[config.mk]
export PLATFORM = sky130hd
export DESIGN_NAME = control_unit_flat
export DESIGN_NICKNAME = d
export VERILOG_FILES = /design/src/rtl/cu_pkg.sv /design/src/rtl/control_unit_if.sv /design/src/rtl/cu_class_decode.sv /design/src/rtl/control_unit.sv /design/src/flat_wrapper.sv
export SDC_FILE = /design/constraint.sdc
export NUM_CORES = 1
export LEC_CHECK = 0
export BUFFER_PORTS_ARGS = -buffer_cell sky130_fd_sc_hd__buf_2
export CORE_UTILIZATION = 41
export DETAILED_ROUTE_END_ITERATION = 10
export GPL_ROUTABILITY_DRIVEN = 0
export GPL_TIMING_DRIVEN = 0
export PLACE_DENSITY = 0.77
export SYNTH_ARGS = -nofsm -noshare
export SYNTH_HDL_FRONTEND = slang
export SYNTH_HIERARCHICAL = 1
export SYNTH_SLANG_ARGS = --single-unit
[constraint.sdc]
create_clock -name clock -period 3.29 [get_ports clock]
set_clock_uncertainty 0.15 [all_clocks]
set_input_delay 0.658 -clock clock [delete_from_list [all_inputs] [get_ports clock]]
set_output_delay 0.658 -clock clock [all_outputs]
set_load 0.02 [all_outputs]
[src/rtl/cu_pkg.sv]
// Shared types for the hardwired control unit: sequencer states, opcode
// values, instruction classes and the bundled control word.
package cu_pkg;

    localparam int OPW = 5;
    localparam logic [OPW-1:0] ADD_OP = 5'b00011;

    localparam logic [OPW-1:0] OP_LD   = 5'b00000;
    localparam logic [OPW-1:0] OP_LDI  = 5'b00001;
    localparam logic [OPW-1:0] OP_ST   = 5'b00010;
    localparam logic [OPW-1:0] OP_ADD  = 5'b00011;
    localparam logic [OPW-1:0] OP_SUB  = 5'b00100;
    localparam logic [OPW-1:0] OP_AND  = 5'b00101;
    localparam logic [OPW-1:0] OP_OR   = 5'b00110;
    localparam logic [OPW-1:0] OP_SHR  = 5'b00111;
    localparam logic [OPW-1:0] OP_SHRA = 5'b01000;
    localparam logic [OPW-1:0] OP_SHL  = 5'b01001;
    localparam logic [OPW-1:0] OP_ROR  = 5'b01010;
    localparam logic [OPW-1:0] OP_ROL  = 5'b01011;
    localparam logic [OPW-1:0] OP_ADDI = 5'b01100;
    localparam logic [OPW-1:0] OP_ANDI = 5'b01101;
    localparam logic [OPW-1:0] OP_ORI  = 5'b01110;
    localparam logic [OPW-1:0] OP_MUL  = 5'b01111;
    localparam logic [OPW-1:0] OP_DIV  = 5'b10000;
    localparam logic [OPW-1:0] OP_NEG  = 5'b10001;
    localparam logic [OPW-1:0] OP_NOT  = 5'b10010;
    localparam logic [OPW-1:0] OP_BR   = 5'b10011;
    localparam logic [OPW-1:0] OP_JR   = 5'b10100;
    localparam logic [OPW-1:0] OP_IN   = 5'b10110;
    localparam logic [OPW-1:0] OP_OUT  = 5'b10111;
    localparam logic [OPW-1:0] OP_MFHI = 5'b11000;
    localparam logic [OPW-1:0] OP_MFLO = 5'b11001;
    localparam logic [OPW-1:0] OP_NOP  = 5'b11010;
    localparam logic [OPW-1:0] OP_HALT = 5'b11011;

    typedef enum logic [3:0] {
        T0, T1, T2, T3, T4, T5, T6, T7, HALTED
    } state_t;

    typedef enum logic [3:0] {
        CL_LD, CL_LDI, CL_ST, CL_ALU_R, CL_ALU_I, CL_MULDIV, CL_NEGNOT, CL_BR,
        CL_JR, CL_IN, CL_OUT, CL_MFHI, CL_MFLO, CL_NOP, CL_HALT, CL_UNDEF
    } cls_t;

    typedef struct packed {
        logic IRin;
        logic PCin;
        logic RYin;
        logic RZin;
        logic MARin;
        logic MDRin;
        logic HIin;
        logic LOin;
        logic Outport_in;
        logic HIout;
        logic LOout;
        logic Zhi_out;
        logic Zlo_out;
        logic PCout;
        logic MDRout;
        logic Inport_out;
        logic Cout;
        logic Mem_read;
        logic Mem_write;
        logic Gra;
        logic Grb;
        logic Grc;
        logic Rin;
        logic Rout;
        logic BAout;
        logic IncPC;
        logic [OPW-1:0] opcode;
    } ctrl_t;

endpackage

[src/rtl/control_unit_if.sv]
// Datapath-facing bundle of the control unit: IR/condition/stop inputs and
// every control strobe it drives.
interface control_unit_if;
    logic [31:0] IR;
    logic        con_ff_bit;
    logic        stop;
    logic        run;
    logic IRin, PCin, RYin, RZin, MARin, MDRin, HIin, LOin, Outport_in;
    logic HIout, LOout, Zhi_out, Zlo_out, PCout, MDRout, Inport_out, Cout;
    logic Mem_read, Mem_write;
    logic Gra, Grb, Grc, Rin, Rout, BAout;
    logic IncPC;
    logic [4:0] opcode;

    modport master (
        input  IR, con_ff_bit, stop,
        output run, IRin, PCin, RYin, RZin, MARin, MDRin, HIin, LOin, Outport_in,
        output HIout, LOout, Zhi_out, Zlo_out, PCout, MDRout, Inport_out, Cout,
        output Mem_read, Mem_write, Gra, Grb, Grc, Rin, Rout, BAout, IncPC, opcode
    );

    modport slave (
        output IR, con_ff_bit, stop,
        input  run, IRin, PCin, RYin, RZin, MARin, MDRin, HIin, LOin, Outport_in,
        input  HIout, LOout, Zhi_out, Zlo_out, PCout, MDRout, Inport_out, Cout,
        input  Mem_read, Mem_write, Gra, Grb, Grc, Rin, Rout, BAout, IncPC, opcode
    );
endinterface

[src/rtl/cu_class_decode.sv]
// Maps the IR opcode field onto the execute-sequence class; unused opcodes
// fall into CL_UNDEF and are treated like nop.
module cu_class_decode
    import cu_pkg::*;
(
    input  logic [OPW-1:0] i_op,
    output cls_t           o_class
);

    always_comb begin
        o_class = CL_UNDEF;
        case (i_op)
            OP_LD:   o_class = CL_LD;
            OP_LDI:  o_class = CL_LDI;
            OP_ST:   o_class = CL_ST;
            OP_ADD, OP_SUB, OP_AND, OP_OR, OP_SHR, OP_SHRA, OP_SHL, OP_ROR, OP_ROL:
                     o_class = CL_ALU_R;
            OP_ADDI, OP_ANDI, OP_ORI:
                     o_class = CL_ALU_I;
            OP_MUL, OP_DIV: o_class = CL_MULDIV;
            OP_NEG, OP_NOT: o_class = CL_NEGNOT;
            OP_BR:   o_class = CL_BR;
            OP_JR:   o_class = CL_JR;
            OP_IN:   o_class = CL_IN;
            OP_OUT:  o_class = CL_OUT;
            OP_MFHI: o_class = CL_MFHI;
            OP_MFLO: o_class = CL_MFLO;
            OP_NOP:  o_class = CL_NOP;
            OP_HALT: o_class = CL_HALT;
            default: o_class = CL_UNDEF;
        endcase
    end

endmodule

[src/rtl/control_unit.sv]
// Hardwired Moore sequencer: fetch in T0-T2, class-specific execute in T3-T7,
// branch-condition capture, halt instruction and deferred stop request.
module control_unit
    import cu_pkg::*;
(
    input logic clock,
    input logic clear,
    control_unit_if.master bus
);

    state_t         r_state;
    state_t         w_nextState;
    logic           r_taken;
    logic           r_stopPend;
    logic           w_last;
    cls_t           w_class;
    logic [OPW-1:0] w_op;
    ctrl_t          w_ctrl;

    assign w_op = bus.IR[31:27];

    cu_class_decode u_decode (
        .i_op    (w_op),
        .o_class (w_class)
    );

    // w_last marks the final step of a class; a pending stop redirects it to HALTED.
    always_comb begin
        w_nextState = r_state;
        w_last      = 1'b0;
        case (r_state)
            T0: w_nextState = T1;
            T1: w_nextState = T2;
            T2: begin
                if (w_class inside {CL_NOP, CL_UNDEF}) w_last = 1'b1;
                else                                  w_nextState = T3;
            end
            T3: begin
                if (w_class == CL_HALT) w_nextState = HALTED;
                else if (w_class inside {CL_JR, CL_IN, CL_OUT, CL_MFHI, CL_MFLO}) w_last = 1'b1;
                else w_nextState = T4;
            end
            T4: begin
                if (w_class == CL_NEGNOT) w_last = 1'b1;
                else                      w_nextState = T5;
            end
            T5: begin
                if (w_class inside {CL_ALU_R, CL_ALU_I, CL_LDI}) w_last = 1'b1;
                else                                             w_nextState = T6;
            end
            T6: begin
                if (w_class inside {CL_BR, CL_MULDIV}) w_last = 1'b1;
                else                                   w_nextState = T7;
            end
            T7:      w_last = 1'b1;
            HALTED:  w_nextState = HALTED;
            default: w_nextState = T0;
        endcase
        if (w_last) w_nextState = r_stopPend ? HALTED : T0;
    end

    always_ff @(posedge clock) begin
        if (clear) begin
            r_state    <= T0;
            r_taken    <= 1'b0;
            r_stopPend <= 1'b0;
        end else begin
            r_state <= w_nextState;
            if (bus.stop) r_stopPend <= 1'b1;
            if (w_nextState == T0)
                r_taken <= 1'b0;
            else if (r_state == T3 && w_class == CL_BR)
                r_taken <= bus.con_ff_bit;
        end
    end

    always_comb begin
        w_ctrl        = '0;
        w_ctrl.opcode = ADD_OP;
        case (r_state)
            T0: begin
                w_ctrl.PCout = 1'b1; w_ctrl.MARin = 1'b1; w_ctrl.IncPC = 1'b1; w_ctrl.RZin = 1'b1;
            end
            T1: begin
                w_ctrl.Zlo_out = 1'b1; w_ctrl.PCin = 1'b1; w_ctrl.Mem_read = 1'b1; w_ctrl.MDRin = 1'b1;
            end
            T2: begin
                w_ctrl.MDRout = 1'b1; w_ctrl.IRin = 1'b1;
            end
            T3: begin
                case (w_class)
                    CL_ALU_R, CL_ALU_I: begin
                        w_ctrl.Grb = 1'b1; w_ctrl.Rout = 1'b1; w_ctrl.RYin = 1'b1;
                    end
                    CL_LDI, CL_LD, CL_ST: begin
                        w_ctrl.Grb = 1'b1; w_ctrl.BAout = 1'b1; w_ctrl.Rout = 1'b1; w_ctrl.RYin = 1'b1;
                    end
                    CL_MULDIV: begin
                        w_ctrl.Gra = 1'b1; w_ctrl.Rout = 1'b1; w_ctrl.RYin = 1'b1;
                    end
                    CL_NEGNOT: begin
                        w_ctrl.Grb = 1'b1; w_ctrl.Rout = 1'b1; w_ctrl.opcode = w_op; w_ctrl.RZin = 1'b1;
                    end
                    CL_BR:   begin w_ctrl.Gra = 1'b1; w_ctrl.Rout = 1'b1; end
                    CL_JR:   begin w_ctrl.Gra = 1'b1; w_ctrl.Rout = 1'b1; w_ctrl.PCin = 1'b1; end
                    CL_IN:   begin w_ctrl.Inport_out = 1'b1; w_ctrl.Gra = 1'b1; w_ctrl.Rin = 1'b1; end
                    CL_OUT:  begin w_ctrl.Gra = 1'b1; w_ctrl.Rout = 1'b1; w_ctrl.Outport_in = 1'b1; end
                    CL_MFHI: begin w_ctrl.HIout = 1'b1; w_ctrl.Gra = 1'b1; w_ctrl.Rin = 1'b1; end
                    CL_MFLO: begin w_ctrl.LOout = 1'b1; w_ctrl.Gra = 1'b1; w_ctrl.Rin = 1'b1; end
                    default: ;
                endcase
            end
            T4: begin
                case (w_class)
                    CL_ALU_R: begin
                        w_ctrl.Grc = 1'b1; w_ctrl.Rout = 1'b1; w_ctrl.opcode = w_op; w_ctrl.RZin = 1'b1;
                    end
                    CL_ALU_I: begin
                        w_ctrl.Cout = 1'b1; w_ctrl.opcode = w_op; w_ctrl.RZin = 1'b1;
                    end
                    CL_LDI, CL_LD, CL_ST: begin
                        w_ctrl.Cout = 1'b1; w_ctrl.RZin = 1'b1;
                    end
                    CL_MULDIV: begin
                        w_ctrl.Grb = 1'b1; w_ctrl.Rout = 1'b1; w_ctrl.opcode = w_op; w_ctrl.RZin = 1'b1;
                    end
                    CL_NEGNOT: begin w_ctrl.Zlo_out = 1'b1; w_ctrl.Gra = 1'b1; w_ctrl.Rin = 1'b1; end
                    CL_BR:     begin w_ctrl.PCout = 1'b1; w_ctrl.RYin = 1'b1; end
                    default: ;
                endcase
            end
            T5: begin
                case (w_class)
                    CL_ALU_R, CL_ALU_I, CL_LDI: begin
                        w_ctrl.Zlo_out = 1'b1; w_ctrl.Gra = 1'b1; w_ctrl.Rin = 1'b1;
                    end
                    CL_LD, CL_ST: begin w_ctrl.Zlo_out = 1'b1; w_ctrl.MARin = 1'b1; end
                    CL_MULDIV:    begin w_ctrl.Zlo_out = 1'b1; w_ctrl.LOin = 1'b1; end
                    CL_BR:        begin w_ctrl.Cout = 1'b1; w_ctrl.RZin = 1'b1; end
                    default: ;
                endcase
            end
            T6: begin
                case (w_class)
                    CL_LD:     begin w_ctrl.Mem_read = 1'b1; w_ctrl.MDRin = 1'b1; end
                    CL_ST:     begin w_ctrl.Gra = 1'b1; w_ctrl.Rout = 1'b1; w_ctrl.MDRin = 1'b1; end
                    CL_MULDIV: begin w_ctrl.Zhi_out = 1'b1; w_ctrl.HIin = 1'b1; end
                    CL_BR: begin
                        w_ctrl.Zlo_out = r_taken; w_ctrl.PCin = r_taken;
                    end
                    default: ;
                endcase
            end
            T7: begin
                case (w_class)
                    CL_LD:   begin w_ctrl.MDRout = 1'b1; w_ctrl.Gra = 1'b1; w_ctrl.Rin = 1'b1; end
                    CL_ST:   w_ctrl.Mem_write = 1'b1;
                    default: ;
                endcase
            end
            default: w_ctrl = '0;
        endcase
        if (clear) w_ctrl = '0;
    end

    assign bus.run        = !clear && (r_state != HALTED);
    assign bus.IRin       = w_ctrl.IRin;
    assign bus.PCin       = w_ctrl.PCin;
    assign bus.RYin       = w_ctrl.RYin;
    assign bus.RZin       = w_ctrl.RZin;
    assign bus.MARin      = w_ctrl.MARin;
    assign bus.MDRin      = w_ctrl.MDRin;
    assign bus.HIin       = w_ctrl.HIin;
    assign bus.LOin       = w_ctrl.LOin;
    assign bus.Outport_in = w_ctrl.Outport_in;
    assign bus.HIout      = w_ctrl.HIout;
    assign bus.LOout      = w_ctrl.LOout;
    assign bus.Zhi_out    = w_ctrl.Zhi_out;
    assign bus.Zlo_out    = w_ctrl.Zlo_out;
    assign bus.PCout      = w_ctrl.PCout;
    assign bus.MDRout     = w_ctrl.MDRout;
    assign bus.Inport_out = w_ctrl.Inport_out;
    assign bus.Cout       = w_ctrl.Cout;
    assign bus.Mem_read   = w_ctrl.Mem_read;
    assign bus.Mem_write  = w_ctrl.Mem_write;
    assign bus.Gra        = w_ctrl.Gra;
    assign bus.Grb        = w_ctrl.Grb;
    assign bus.Grc        = w_ctrl.Grc;
    assign bus.Rin        = w_ctrl.Rin;
    assign bus.Rout       = w_ctrl.Rout;
    assign bus.BAout      = w_ctrl.BAout;
    assign bus.IncPC      = w_ctrl.IncPC;
    assign bus.opcode     = w_ctrl.opcode;

endmodule

[src/flat_wrapper.sv]
// flat-port wrapper written by rule: the top's interface ports become plain ports
module control_unit_flat import cu_pkg::*;
  (clock, clear, bus_IR, bus_con_ff_bit, bus_stop, bus_run, bus_IRin, bus_PCin, bus_RYin, bus_RZin, bus_MARin, bus_MDRin, bus_HIin, bus_LOin, bus_Outport_in, bus_HIout, bus_LOout, bus_Zhi_out, bus_Zlo_out, bus_PCout, bus_MDRout, bus_Inport_out, bus_Cout, bus_Mem_read, bus_Mem_write, bus_Gra, bus_Grb, bus_Grc, bus_Rin, bus_Rout, bus_BAout, bus_IncPC, bus_opcode);
  control_unit_if bus_i ();
  input logic clock;
  input logic clear;
  input wire logic [$bits(bus_i.IR)-1:0] bus_IR;
  input wire logic [$bits(bus_i.con_ff_bit)-1:0] bus_con_ff_bit;
  input wire logic [$bits(bus_i.stop)-1:0] bus_stop;
  output wire logic [$bits(bus_i.run)-1:0] bus_run;
  output wire logic [$bits(bus_i.IRin)-1:0] bus_IRin;
  output wire logic [$bits(bus_i.PCin)-1:0] bus_PCin;
  output wire logic [$bits(bus_i.RYin)-1:0] bus_RYin;
  output wire logic [$bits(bus_i.RZin)-1:0] bus_RZin;
  output wire logic [$bits(bus_i.MARin)-1:0] bus_MARin;
  output wire logic [$bits(bus_i.MDRin)-1:0] bus_MDRin;
  output wire logic [$bits(bus_i.HIin)-1:0] bus_HIin;
  output wire logic [$bits(bus_i.LOin)-1:0] bus_LOin;
  output wire logic [$bits(bus_i.Outport_in)-1:0] bus_Outport_in;
  output wire logic [$bits(bus_i.HIout)-1:0] bus_HIout;
  output wire logic [$bits(bus_i.LOout)-1:0] bus_LOout;
  output wire logic [$bits(bus_i.Zhi_out)-1:0] bus_Zhi_out;
  output wire logic [$bits(bus_i.Zlo_out)-1:0] bus_Zlo_out;
  output wire logic [$bits(bus_i.PCout)-1:0] bus_PCout;
  output wire logic [$bits(bus_i.MDRout)-1:0] bus_MDRout;
  output wire logic [$bits(bus_i.Inport_out)-1:0] bus_Inport_out;
  output wire logic [$bits(bus_i.Cout)-1:0] bus_Cout;
  output wire logic [$bits(bus_i.Mem_read)-1:0] bus_Mem_read;
  output wire logic [$bits(bus_i.Mem_write)-1:0] bus_Mem_write;
  output wire logic [$bits(bus_i.Gra)-1:0] bus_Gra;
  output wire logic [$bits(bus_i.Grb)-1:0] bus_Grb;
  output wire logic [$bits(bus_i.Grc)-1:0] bus_Grc;
  output wire logic [$bits(bus_i.Rin)-1:0] bus_Rin;
  output wire logic [$bits(bus_i.Rout)-1:0] bus_Rout;
  output wire logic [$bits(bus_i.BAout)-1:0] bus_BAout;
  output wire logic [$bits(bus_i.IncPC)-1:0] bus_IncPC;
  output wire logic [$bits(bus_i.opcode)-1:0] bus_opcode;
  assign bus_i.IR = bus_IR;
  assign bus_i.con_ff_bit = bus_con_ff_bit;
  assign bus_i.stop = bus_stop;
  assign bus_run = bus_i.run;
  assign bus_IRin = bus_i.IRin;
  assign bus_PCin = bus_i.PCin;
  assign bus_RYin = bus_i.RYin;
  assign bus_RZin = bus_i.RZin;
  assign bus_MARin = bus_i.MARin;
  assign bus_MDRin = bus_i.MDRin;
  assign bus_HIin = bus_i.HIin;
  assign bus_LOin = bus_i.LOin;
  assign bus_Outport_in = bus_i.Outport_in;
  assign bus_HIout = bus_i.HIout;
  assign bus_LOout = bus_i.LOout;
  assign bus_Zhi_out = bus_i.Zhi_out;
  assign bus_Zlo_out = bus_i.Zlo_out;
  assign bus_PCout = bus_i.PCout;
  assign bus_MDRout = bus_i.MDRout;
  assign bus_Inport_out = bus_i.Inport_out;
  assign bus_Cout = bus_i.Cout;
  assign bus_Mem_read = bus_i.Mem_read;
  assign bus_Mem_write = bus_i.Mem_write;
  assign bus_Gra = bus_i.Gra;
  assign bus_Grb = bus_i.Grb;
  assign bus_Grc = bus_i.Grc;
  assign bus_Rin = bus_i.Rin;
  assign bus_Rout = bus_i.Rout;
  assign bus_BAout = bus_i.BAout;
  assign bus_IncPC = bus_i.IncPC;
  assign bus_opcode = bus_i.opcode;
  control_unit u_core (.clock(clock), .clear(clear), .bus(bus_i));
endmodule
==> flow_summary.yaml <==
outcome:
  status: "finished with violations"
  violations: "negative setup slack"
drt:
  drtIter0Drc: 167
  wl_per_cell_um: 18.8
  dr.pass1.iters: 7
  totalWireLength_um: 5760
  drc: 0
  vias: 1939
  viasPerCell: 6.32
  ant_nets: 0
placement:
  dpl_worst_slack_ns: -0.712
  dp_hpwl_um: 3070
  dp.cells: 283
  place_area_mm2: 0.00170
  portBuffers: 40
timing:
  post-route-period-util: 1.13
  timing.fmax_mhz: 268
  setup_viol: 20
  finalWorstSetupSlack_ns: -0.439
  hold_viol_final: 0
  fin_crit_ns: 3.73
  rsz0062_at_grt: "yes"
  tightest_slew_ns: 0.903
  maxSlewViolCount: 0
  slew_headroom: 0.394
  hold_ws_ns: 0.327
flow_run:
  drv_cap: 0
power:
  clkPwrFrac: 0.130
  pwr-share-seq: 0.153
  power.total_uw: 523
  p_leak_nw: 1.03
  vdd.ir_drop.worst_v: 0.000144
  power_per_cell_area_mw_per_mm2: 222
  p_int_uw: 276
  combPwrFrac: 0.718
  sw_frac_of_total: 0.472
  switchingPower_uw: 247
clock_network:
  hold_buffers: 0
  clk_path_buf_depth: 2
  cts_tree: "built"
  htreeDepth: 1
  numCtsBuffers: 3
  clock_sinks: 6
  cts-root-buf: "clkbuf_4"
  path_clk_slew_ns: 0.04
  worstSkewPairLatency_ns: 0.24
die:
  dieWidth_um: 58.5
  ioPinCount: 68
  initial_core_util: 0.432
  rows: 20
  die_y_um: 58.5
  die_area_mm2: 0.00342
  coreArea_mm2: 0.00303
finish:
  stdcell_area_mm2: 0.00235
  syn_to_final_growth_pct: 80.1
  finalNetCount: 304
  fin_cells: 307
  layout_common_cells: "buf_4 (26), buf_6 (24), buf_2 (21)"
  drive_gt1_frac: 0.559
  antenna_cells: 0
  layout_commonest_cell: "buf_4"
worst_setup_path:
  criticalPathCategory: "input pin to primary output"
  crit_arrival_ns: 2.92
  crit_fanout: 5
  worstSetupStartpointType: "input pin"
  cp.required_ns: 2.48
  cp-end-kind: "primary output"
synth:
  ys_warn_count: 6
  synthCells: 199
  synth_async_sr_flop_share: 0
  ys_ff_latch: 6
  ys_seq_area_frac: 0.0919
  synth_ff_type: "dfxtp_1"
  synth_edf_count: 0
  synth.distinct_cells: 58
  synth.cell_area_mm2: 0.00131
  avgSynthCellArea_um2: 6.57
  synth_nets: 238
grt:
  gr-total-overflow: 0
  grt_pass1_vias: 1711
  gr-usage-met1: 0.382
  grt_pass1_wl_um: 8020
  grt_start_max_net_pins: 12
  antenna_found_initial: 0
  use_met3: 0.0659
  gr-max-usage-layer: "met2"
  grtUsageMet2: 0.502
  track_usage: 0.300
min_path:
  hp-class: "flop to flop"
[synthesized netlist by cell type (3+ instances only)]
cell | n | share of area
or2_2 | 3 | 0.014
and3_1 | 3 | 0.014
nor2_1 | 18 | 0.052
a21oi_1 | 13 | 0.050
clkbuf_1 | 8 | 0.023
nor2b_1 | 3 | 0.014
buf_2 | 8 | 0.031
nand3_1 | 5 | 0.019
a31oi_1 | 5 | 0.024
and2_1 | 4 | 0.019
a221oi_2 | 3 | 0.034
nor3_1 | 7 | 0.027
nand2_1 | 23 | 0.066
ha_1 | 3 | 0.029
mux2i_1 | 3 | 0.023
o21ai_0 | 10 | 0.038
dfxtp_1 | 6 | 0.092
nand2b_1 | 9 | 0.043
inv_1 | 7 | 0.020
nor4_1 | 9 | 0.043
[flip-flops by register name, summed over array words and instances, names as in the netlist]
register,cells
u_core/r_stopPend,1
u_core/r_taken,1
u_core/r_state,4
[through the flow]
step,TNS (ns),utilization
global route,-7.19,0.778
finish,-5.45,0.778
global placement,-12.38,0.560
CTS,-3.48,0.707
detailed placement,-12.58,0.560
floorplan,-1.01,-
[worst paths after layout]
| path | from | end | slack, ns | cells after the start |
|---|---|---|---|---|
| worst max register to register | u_core/r_state[2] | u_core/r_taken | 1.30 | 7 |
| worst min-delay path | u_core/r_stopPend | u_core/r_taken | 0.33 | 2 |
| worst max-delay path | bus_IR[28] | bus_Rin | -0.44 | 13 |
| worst min register to register | u_core/r_stopPend | u_core/r_taken | 0.33 | 2 |
[cells by family after synthesis]
family,Yosys count,synth area share
buffers and inverters,27,0.0995
xor gates and xnor gates,1,0.00670
AOI/OAI and AO/OA,57,0.312
DFF,6,0.0919
and+or+nand+nor,101,0.427
adders and majority gates,3,0.0287
muxes,4,0.0344
[power groups by stage]
stage | logic (mW) | clock network, mW | registers [mW]
floorplan | 0.174 | 0 | 0.0806
global placement | 0.230 | 0 | 0.0813
detailed placement | 0.232 | 0 | 0.0813
CTS | 0.308 | 0.0693 | 0.0798
global route | 0.392 | 0.0774 | 0.0801
finish | 0.375 | 0.0677 | 0.0799
[metal layers]
metal,vias to the layer above,part of all wire
met4,0,0.048
met2,161,0.48
li1,857,-
met5,-,0
met1,888,0.37
met3,33,0.10
[critical path, stage by stage]
cell	delay (ns)
buf_12	0.09
inv_12	0.03
ha_4	0.26
buf_4	0.10
nor2b_1	0.05
o311ai_2	0.27
o21ai_2	0.18
nor2_1	0.19
or4b_4	0.49
o31ai_4	0.08
a21oi_2	0.08
a221oi_4	0.28
buf_6	0.15
[area by class of cell]
type	count	area, um^2
repair buffers	63	544
inverters	7	41.3
flip-flops and latches	6	120
multi-input cells	166	1430
clock buffers	3	22.5
plain buffers	18	139
fillers	203	673
well taps	44	55.1
[what timing repair did]
action,CTS,global route
gates cloned,0,0
setup buffers,19,4
gates resized for setup,80,47
setup endpoints to repair,29,30
endpoints found under the hold margin,0,0
pin swaps,29,17
Note: power is estimated with default switching activity, not from simulation.
